**src/rtl/lite16_pkg.sv**
```systemverilog
// Shared definitions for the two-read/one-write register file.
// Holds the default geometry and the encoding of the clear-sweep FSM.
package lite16_pkg;

  localparam int DEFAULT_DATA_WIDTH = 16;
  localparam int DEFAULT_REG_COUNT  = 16;

  // Clear-sweep FSM encoding.
  localparam logic [0:0] ST_IDLE  = 1'b0;
  localparam logic [0:0] ST_CLEAR = 1'b1;

endpackage

```
**src/rtl/regfile_read_port.sv**
```systemverilog
// One registered read port of the register file.
// Selects register[raddr] with the same-cycle forwarding rules applied,
// and captures it into the output register when re is high.
// Ports:
//   clk, rst_n              clock, asynchronous active-low reset
//   re, raddr               read enable and address
//   regs                    current contents of every register
//   wr_accept/waddr/wdata   the write that will land at this clock edge
//   clearing, sweep_idx     the register the clear sweep zeroes at this edge
//   rdata                   registered read data (holds while re=0)
module regfile_read_port
  import lite16_pkg::*;
#(
  parameter int DATA_WIDTH = DEFAULT_DATA_WIDTH,
  parameter int REG_COUNT  = DEFAULT_REG_COUNT,
  parameter int ZERO_REG   = 0,
  parameter int ADDR_WIDTH = $clog2(REG_COUNT)
) (
  input  logic                                  clk,
  input  logic                                  rst_n,
  input  logic                                  re,
  input  logic [ADDR_WIDTH-1:0]                 raddr,
  input  logic [REG_COUNT-1:0][DATA_WIDTH-1:0]  regs,
  input  logic                                  wr_accept,
  input  logic [ADDR_WIDTH-1:0]                 waddr,
  input  logic [DATA_WIDTH-1:0]                 wdata,
  input  logic                                  clearing,
  input  logic [ADDR_WIDTH-1:0]                 sweep_idx,
  output logic [DATA_WIDTH-1:0]                 rdata
);

  logic                  in_range;
  logic [DATA_WIDTH-1:0] read_value;
  logic [DATA_WIDTH-1:0] rdata_reg;

  assign in_range = int'(raddr) < REG_COUNT;

  // Priority: invalid address, then hardwired zero, then the register the
  // sweep is clearing this cycle, then a same-cycle write, then storage.
  // A write and the sweep never coincide because writes are refused while
  // clearing.
  always_comb begin
    read_value = '0;
    if (!in_range) begin
      read_value = '0;
    end else if (ZERO_REG != 0 && raddr == '0) begin
      read_value = '0;
    end else if (clearing && raddr == sweep_idx) begin
      read_value = '0;
    end else if (wr_accept && waddr == raddr) begin
      read_value = wdata;
    end else begin
      read_value = regs[raddr];
    end
  end

  always_ff @(posedge clk or negedge rst_n) begin
    if (!rst_n) begin
      rdata_reg <= '0;
    end else if (re) begin
      rdata_reg <= read_value;
    end
  end

  assign rdata = rdata_reg;

endmodule

```
**src/rtl/regfile_2r1w.sv**
```systemverilog
// Flop-based register file with two registered read ports, one write port
// and a background clear sweep that zeroes one register per cycle.
// Ports:
//   clk, rst_n          clock, asynchronous active-low reset
//   we, waddr, wdata    write port (ignored while busy)
//   re_a, raddr_a       read port A request; rdata_a valid next cycle
//   re_b, raddr_b       read port B request; rdata_b valid next cycle
//   clr_req             one-cycle request to start the clear sweep
//   busy                high for the REG_COUNT cycles of the sweep
module regfile_2r1w
  import lite16_pkg::*;
#(
  parameter  int DATA_WIDTH = DEFAULT_DATA_WIDTH,
  parameter  int REG_COUNT  = DEFAULT_REG_COUNT,
  parameter  int ZERO_REG   = 0,
  localparam int ADDR_WIDTH = $clog2(REG_COUNT)
) (
  input  logic                  clk,
  input  logic                  rst_n,
  input  logic                  we,
  input  logic [ADDR_WIDTH-1:0] waddr,
  input  logic [DATA_WIDTH-1:0] wdata,
  input  logic                  re_a,
  input  logic [ADDR_WIDTH-1:0] raddr_a,
  input  logic                  re_b,
  input  logic [ADDR_WIDTH-1:0] raddr_b,
  output logic [DATA_WIDTH-1:0] rdata_a,
  output logic [DATA_WIDTH-1:0] rdata_b,
  input  logic                  clr_req,
  output logic                  busy
);

  logic [REG_COUNT-1:0][DATA_WIDTH-1:0] regs;

  logic [0:0]            state_reg, state_next;
  logic [ADDR_WIDTH-1:0] sweep_idx_reg, sweep_idx_next;
  logic                  clearing;
  logic                  last_idx;
  logic                  waddr_ok;
  logic                  wr_accept;

  assign clearing = (state_reg == ST_CLEAR);
  assign busy     = clearing;
  assign last_idx = (sweep_idx_reg == ADDR_WIDTH'(REG_COUNT - 1));

  // Writes are refused during the sweep, outside the file, and to the
  // hardwired zero register.
  assign waddr_ok  = int'(waddr) < REG_COUNT;
  assign wr_accept = we && !clearing && waddr_ok &&
                     !(ZERO_REG != 0 && waddr == '0);

  // Clear-sweep FSM. A clr_req seen in CLEAR is simply not looked at.
  always_comb begin
    state_next     = state_reg;
    sweep_idx_next = sweep_idx_reg;
    case (state_reg)
      ST_IDLE: begin
        sweep_idx_next = '0;
        if (clr_req) begin
          state_next = ST_CLEAR;
        end
      end
      ST_CLEAR: begin
        if (last_idx) begin
          state_next     = ST_IDLE;
          sweep_idx_next = '0;
        end else begin
          sweep_idx_next = sweep_idx_reg + 1'b1;
        end
      end
      default: begin
        state_next     = ST_IDLE;
        sweep_idx_next = '0;
      end
    endcase
  end

  always_ff @(posedge clk or negedge rst_n) begin
    if (!rst_n) begin
      state_reg     <= ST_IDLE;
      sweep_idx_reg <= '0;
    end else begin
      state_reg     <= state_next;
      sweep_idx_reg <= sweep_idx_next;
    end
  end

  // Storage: one flop bank per register with its own write/clear decode.
  genvar gi;
  generate
    for (gi = 0; gi < REG_COUNT; gi++) begin : g_reg
      if (ZERO_REG != 0 && gi == 0) begin : g_zero
        assign regs[gi] = '0;
      end else begin : g_flop
        logic                  clr_hit;
        logic                  wr_hit;
        logic [DATA_WIDTH-1:0] q_reg;

        assign clr_hit = clearing && (sweep_idx_reg == ADDR_WIDTH'(gi));
        assign wr_hit  = wr_accept && (waddr == ADDR_WIDTH'(gi));

        always_ff @(posedge clk or negedge rst_n) begin
          if (!rst_n) begin
            q_reg <= '0;
          end else if (clr_hit) begin
            q_reg <= '0;
          end else if (wr_hit) begin
            q_reg <= wdata;
          end
        end

        assign regs[gi] = q_reg;
      end
    end
  endgenerate

  regfile_read_port #(
    .DATA_WIDTH (DATA_WIDTH),
    .REG_COUNT  (REG_COUNT),
    .ZERO_REG   (ZERO_REG),
    .ADDR_WIDTH (ADDR_WIDTH)
  ) u_port_a (
    .clk       (clk),
    .rst_n     (rst_n),
    .re        (re_a),
    .raddr     (raddr_a),
    .regs      (regs),
    .wr_accept (wr_accept),
    .waddr     (waddr),
    .wdata     (wdata),
    .clearing  (clearing),
    .sweep_idx (sweep_idx_reg),
    .rdata     (rdata_a)
  );

  regfile_read_port #(
    .DATA_WIDTH (DATA_WIDTH),
    .REG_COUNT  (REG_COUNT),
    .ZERO_REG   (ZERO_REG),
    .ADDR_WIDTH (ADDR_WIDTH)
  ) u_port_b (
    .clk       (clk),
    .rst_n     (rst_n),
    .re        (re_b),
    .raddr     (raddr_b),
    .regs      (regs),
    .wr_accept (wr_accept),
    .waddr     (waddr),
    .wdata     (wdata),
    .clearing  (clearing),
    .sweep_idx (sweep_idx_reg),
    .rdata     (rdata_b)
  );

endmodule
```
**config.mk**
```make
export PLATFORM = sky130hd
export DESIGN_NAME = regfile_2r1w
export DESIGN_NICKNAME = d
export VERILOG_FILES = /design/src/rtl/lite16_pkg.sv /design/src/rtl/regfile_read_port.sv /design/src/rtl/regfile_2r1w.sv
export SDC_FILE = /design/constraint.sdc
export NUM_CORES = 1
export LEC_CHECK = 0
export ABC_AREA = 1
export BUFFER_PORTS_ARGS = -buffer_cell sky130_fd_sc_hd__buf_4
export CORE_MARGIN = 3
export CORE_UTILIZATION = 45
export CTS_BUF_LIST = sky130_fd_sc_hd__clkbuf_8
export CTS_CLUSTER_DIAMETER = 100
export DETAILED_ROUTE_END_ITERATION = 7
export PLACE_DENSITY_LB_ADDON = 0.3
export SKIP_LAST_GASP = 1
export SLEW_MARGIN = 30
export SYNTH_ARGS = -nofsm -noshare
export SYNTH_HDL_FRONTEND = slang
export SYNTH_SLANG_ARGS = --single-unit
export TNS_END_PERCENT = 5
```
**constraint.sdc**
```tcl
create_clock -name clk -period 1.7 [get_ports clk]
set_clock_uncertainty 0.05 [all_clocks]
set_input_delay 0.34 -clock clk [delete_from_list [all_inputs] [get_ports clk]]
set_output_delay 0.34 -clock clk [all_outputs]
set_load 0.05 [all_outputs]
```
==> flow_summary_export.csv, run 1 <==
group,metric,value,unit
run_status,status,"complete, but fails checks",
run_status,violations,"setup timing",
die,die_x,197,um
synthesis,synth-adder-area-share,0.00305,
place,dpl_cell_area,0.0186,mm2
worst_hold_path,hold_depth,5,
routing,via_count,17682,
routing,dr.pass1.iters,8,
critical_path,critical_path_class,"reg -> out",
flow_run,cap_violations,0,
cells_and_area,layout_common_cells,"nand2_1, nand3_1, inv_1",
cells_and_area,final_common_cell,"nand2_1",
critical_path,cp_top_family,"flip-flops",
timing,setup_slack,-0.0179,ns
routing,drcViolationCount,0,
die,num_rows,69,
timing,drv_slew,0,
pwr,power_density,1200,mW/mm2
timing,holdWs,0.0369,ns
cells_and_area,area_growth,20.5,%
synthesis,synth_warnings,0,
routing,vias_per_cell,6.13,
timing,finalHoldViolCount,0,
critical_path,crit_path_start_kind,"flip-flop",
place,dp_hpwl,41.1,mm
cells_and_area,final_area,0.0198,mm2
die,die-area,0.0388,mm2
place,place_ws,-0.0528,ns
synthesis,synth_area_per_cell,7.18,um2
synthesis,syn-num-nets,2323,
synthesis,yosysSeqAreaShare,0.447,
worst_hold_path,hp-start,"wdata[1]",
critical_path,r2r_cells,7,
synthesis,synth_cell_type_count,23,
timing,min_period_over_period,1.01,
global_routing,grt_pass1_vias,16974,
synthesis,muxShareOfSynthArea,0,
worst_hold_path,min_to,"u_port_b.rdata[1]",
critical_path,critPathCaptureType,"output port",
routing,wl_per_cell,23.0,um
synthesis,syn_area,0.0164,mm2
global_routing,antenna_found_initial,0,
cts,clkLatencyLatePin,0.60,ns
synthesis,synth_compound_area_frac,0.102,
critical_path,rrSetupSlack,-0.01,ns
routing,routed_wl,66.3,mm
timing,rsz0062_at_grt,"true",
critical_path,path_depth,2,
critical_path,timing.rr.start,"busy",
pwr,leakage,10.5,nW
cells_and_area,fill_cells,3356,
global_routing,grt_overflow,0,
global_routing,grtUsageTotal,0.331,
critical_path,crit_slowest_cell,"dfrtp_2",
place,io_buffers,66,
cts,cts_max_level,2,
critical_path,cp.arrival,1.33,ns
cts,path_clk_slew,0.06,ns
cts,cts-root-buf,"clkbuf_8",
critical_path,r2r_end,"g_reg[13].g_flop.q_reg[5]",
global_routing,grt_pass1_wl,99.6,mm
die,die_h,197,um
timing,worst_slew_pin_slew,0.587,ns
critical_path,slowest_delay,0.45,ns
cells_and_area,fin_nets,2426,
timing,period_minus_slack,1.72,ns
cells_and_area,largest_reg_flops,256,
cts,numCtsBuffers,50,
critical_path,path_cells,"buf_6, buf_6",
critical_path,crit_start,"busy",
timing,setup_tns,-0.0407,ns
die,initial_utilization,0.459,
routing,dr.first_iter.drc_count,2520,
place,place.gp.congestion,0.917,
timing,setup_viol,4,
critical_path,path_common_cell,"buf_6",
cts,clkSinkCount,293,
routing,ant_nets,0,
die,core-area,0.0357,mm2
cts,cts_tree,"yes",
cells_and_area,utilization,0.553,
die,ioPinCount,67,
cells_and_area,antenna_cells,0,
critical_path,crit_fanout,2,
synthesis,yosys.area_share.simple,0.332,
timing,slew_headroom,0.608,
synthesis,synth_top_family_by_area,"simple AND/OR/NAND/NOR gates",
cts,clk_path_buf_depth,3,
worst_hold_path,hp-class,"in -> reg",
timing,fmax,0.582,GHz
critical_path,worst-path-buf-inv,2,
synthesis,ys_ff_latch,293,
synthesis,synth_xor_area_frac,0.00267,
synthesis,netlist_instances,2285,
cells_and_area,drive_gt1_frac,0.140,
global_routing,grt_max_degree,55,
pwr,peakVddDrop,0.660,mV
critical_path,required,1.31,ns
## synth_stat cells (all sizes together)
master  instances  area share
clkinv          1     0.00023
o21ai           7      0.0030
nor2           78       0.018
inv           296       0.068
o22ai         257       0.098
dfrtp         293        0.45
xnor2           2      0.0011
nand2         681        0.16
xor2            3      0.0016
nor3            5      0.0043
a21oi           3     0.00091
nand3         489        0.15
clkbuf         57       0.013
ha              4      0.0030
buf           109       0.033
## metal layers
layer  GRT usage  share of wire  routed length [um]
met1       0.466           0.39               25600
met5           0              0                   0
met4       0.183          0.062                4100
met2       0.468           0.41               27400
met3      0.0822           0.14                9230
## worst max path at each step
stage / endpoint / slack [ns]
2_1_floorplan: g_reg[12].g_flop.q_reg[10] / -0.05
3_3_place_gp: u_port_a.rdata[4] / -0.05
3_5_place_dp: u_port_a.rdata[15] / -0.05
4_1_cts: busy / -0.05
5_1_grt: busy / -0.06
6_report: busy / -0.02
## power breakdown
part | switching [mW] | total, mW | internal [mW]
combinational | 5.57 | 8.42 | 2.85
sequential | 0.628 | 9.08 | 8.45
clock | 2.99 | 6.30 | 3.32
total | 9.18 | 23.8 | 14.6
## final cells by class
cell class | instances | area [um2] | share of cell area
repair buffers | 215 | 2430 | 0.123
flip-flops and latches | 293 | 7340 | 0.371
clock inverters | 27 | 136 | 0.00690
multi-input cells | 1531 | 7340 | 0.371
well taps | 461 | 577 | 0.0292
clock buffers | 60 | 826 | 0.0418
inverters | 297 | 1130 | 0.0570
## cell families after synthesis
group	Yosys count
simple gates	1253
buf+inv	463
flops	293
compound gates	267
xor+xnor	5
fa+ha+maj	4
## per-stage QoR
stage                     std cells  total power, mW
final                          2884             23.8
after global routing           2884             25.0
after CTS                      2879             23.4
after detailed placement       2789             17.1
after global placement         2789             16.9
after floorplan                2285             14.1
## repair_timing
item	in CTS	in global routing
hold endpoints to repair	269	0
setup endpoints to repair	32	203
pin swaps	1	6
gates resized for setup	3	29
buffers inserted	1	1
hold buffers	2	0
cloned	0	4
## worst reg2reg max path, cell delays in order (launching register included)
cell     delay, ns
dfrtp_2       0.45
inv_8         0.08
nand2_8       0.07
nor3_4        0.33
nand2_2       0.10
o21ai_2       0.16
buf_12        0.21
o22ai_1       0.08
(Power assumes the default switching activity.)
==> inputs of run 2 (changes only) <==
CORE_MARGIN = default   (was 3)
PLACE_DENSITY = 0.71   (was default)
PLACE_DENSITY_LB_ADDON = default   (was 0.3)
REMOVE_ABC_BUFFERS = 1   (was default)
==> flow_summary_export.csv, run 2 (synthesis gave the netlist of run 1 again) <==
group,metric,value,unit
worst_hold_path,hp-class,"in -> reg",
global_routing,grt_max_degree,81,
timing,finalHoldViolCount,0,
critical_path,critical_path_class,"reg -> out",
cells_and_area,layout_common_cells,"nand2_1, nand3_1, inv_1",
cells_and_area,area_growth,20.0,%
critical_path,crit_fanout,2,
timing,min_period_over_period,1.01,
die,core-area,0.0357,mm2
cells_and_area,drive_gt1_frac,0.139,
die,die_h,193,um
critical_path,timing.rr.start,"sweep_idx_reg[1]",
critical_path,r2r_end,"g_reg[8].g_flop.q_reg[9]",
timing,drv_slew,0,
timing,setup_viol,1,
routing,dr.pass1.iters,6,
routing,routed_wl,61.7,mm
critical_path,crit_path_start_kind,"flip-flop",
cells_and_area,fin_nets,2424,
die,die-area,0.0372,mm2
global_routing,grt_pass1_wl,94.4,mm
die,initial_utilization,0.459,
critical_path,rrSetupSlack,0.07,ns
place,place.gp.congestion,0.963,
routing,via_count,17384,
cts,cts-root-buf,"clkbuf_8",
cts,clk_path_buf_depth,3,
timing,holdWs,0.0296,ns
run_status,status,"complete, but fails checks",
critical_path,slowest_delay,0.47,ns
critical_path,cp_top_family,"flip-flops",
cts,clkLatencyLatePin,0.60,ns
critical_path,worst-path-buf-inv,1,
global_routing,grt_pass1_vias,16737,
flow_run,cap_violations,0,
place,dp_hpwl,39.7,mm
timing,worst_slew_pin_slew,0.597,ns
global_routing,antenna_found_initial,0,
pwr,leakage,10.5,nW
cells_and_area,final_common_cell,"nand2_1",
cts,numCtsBuffers,51,
routing,drcViolationCount,0,
routing,vias_per_cell,6.02,
timing,slew_headroom,0.601,
critical_path,required,1.31,ns
place,io_buffers,66,
cts,cts_tree,"yes",
cells_and_area,utilization,0.551,
critical_path,cp.arrival,1.32,ns
timing,fmax,0.584,GHz
critical_path,path_cells,"buf_4",
timing,setup_slack,-0.0131,ns
cts,clkSinkCount,293,
global_routing,grt_overflow,0,
routing,ant_nets,0,
critical_path,r2r_cells,8,
cells_and_area,antenna_cells,0,
cts,path_clk_slew,0.06,ns
die,num_rows,69,
routing,dr.first_iter.drc_count,2504,
cts,cts_max_level,2,
die,ioPinCount,67,
pwr,peakVddDrop,0.584,mV
timing,rsz0062_at_grt,"true",
timing,period_minus_slack,1.71,ns
worst_hold_path,hp-start,"wdata[5]",
pwr,power_density,1230,mW/mm2
die,die_x,193,um
critical_path,crit_slowest_cell,"dfrtp_1",
cells_and_area,largest_reg_flops,256,
global_routing,grtUsageTotal,0.335,
worst_hold_path,hold_depth,5,
routing,wl_per_cell,21.4,um
worst_hold_path,min_to,"u_port_b.rdata[5]",
run_status,violations,"setup timing",
critical_path,critPathCaptureType,"output port",
-- run 2: worst max-delay path by stage --
| stage | slack [ns] | startpoint | cells after the start | end |
|---|---|---|---|---|
| 3_3_place_gp | -0.11 | raddr_a[1] | 11 | u_port_a.rdata[0] |
| 5_1_grt | -0.03 | sweep_idx_reg[1] | 8 | g_reg[9].g_flop.q_reg[15] |
| 4_1_cts | -0.02 | busy | 2 | busy |
| 6_report | -0.01 | u_port_b.rdata[4] | 1 | rdata_b[4] |
| 2_1_floorplan | -1.66 | raddr_a[0] | 8 | u_port_a.rdata[0] |
| 3_5_place_dp | -0.09 | raddr_a[1] | 11 | u_port_a.rdata[12] |
-- run 2: layer usage --
layer / part of all wire / track usage / vias to the layer above
li1: - / - / 7705
met2: 0.45 / 0.521 / 1197
met1: 0.38 / 0.440 / 8200
met5: 0 / 0 / -
met4: 0.055 / 0.192 / 0
met3: 0.11 / 0.0617 / 282
-- run 2: final cells by class --
| type | instances | area (um2) |
|---|---|---|
| fillers | 3365 | 16000 |
| flip-flops and latches | 293 | 7330 |
| multi-input cells | 1529 | 7220 |
| repair buffers | 214 | 2290 |
| inverters | 297 | 1120 |
| clock buffers | 73 | 1000 |
| well taps | 461 | 577 |
| clock inverters | 22 | 150 |
-- run 2: through the flow --
step	power, mW	std cells	setup WS [ns]	area [um2]	setup TNS (ns)
2_1_floorplan	13.8	2119	-1.66	15700	-97.66
5_1_grt	25.5	2889	-0.0276	19700	-0.141
6_report	24.2	2889	-0.0131	19700	-0.0131
4_1_cts	24.1	2888	-0.0159	19700	-0.0159
3_5_place_dp	16.9	2791	-0.0914	18500	-1.42
3_3_place_gp	16.7	2791	-0.113	18500	-1.63
-- run 2: report_power, final --
group	switching (mW)	internal [mW]	leakage, nW	total, mW
Combinational	5.23	2.78	5.82	8.01
Sequential	0.581	8.44	3.99	9.02
Clock	3.10	4.09	0.640	7.19
Total	8.91	15.3	10.5	24.2
-- run 2: what timing repair did --
| action | in CTS | in global routing |
|---|---|---|
| endpoints found under the setup margin | 3 | 60 |
| resized for setup | 3 | 1 |
| endpoints found under the hold margin | 294 | 0 |
| hold buffers | 2 | 0 |
| buffers inserted | 0 | 1 |
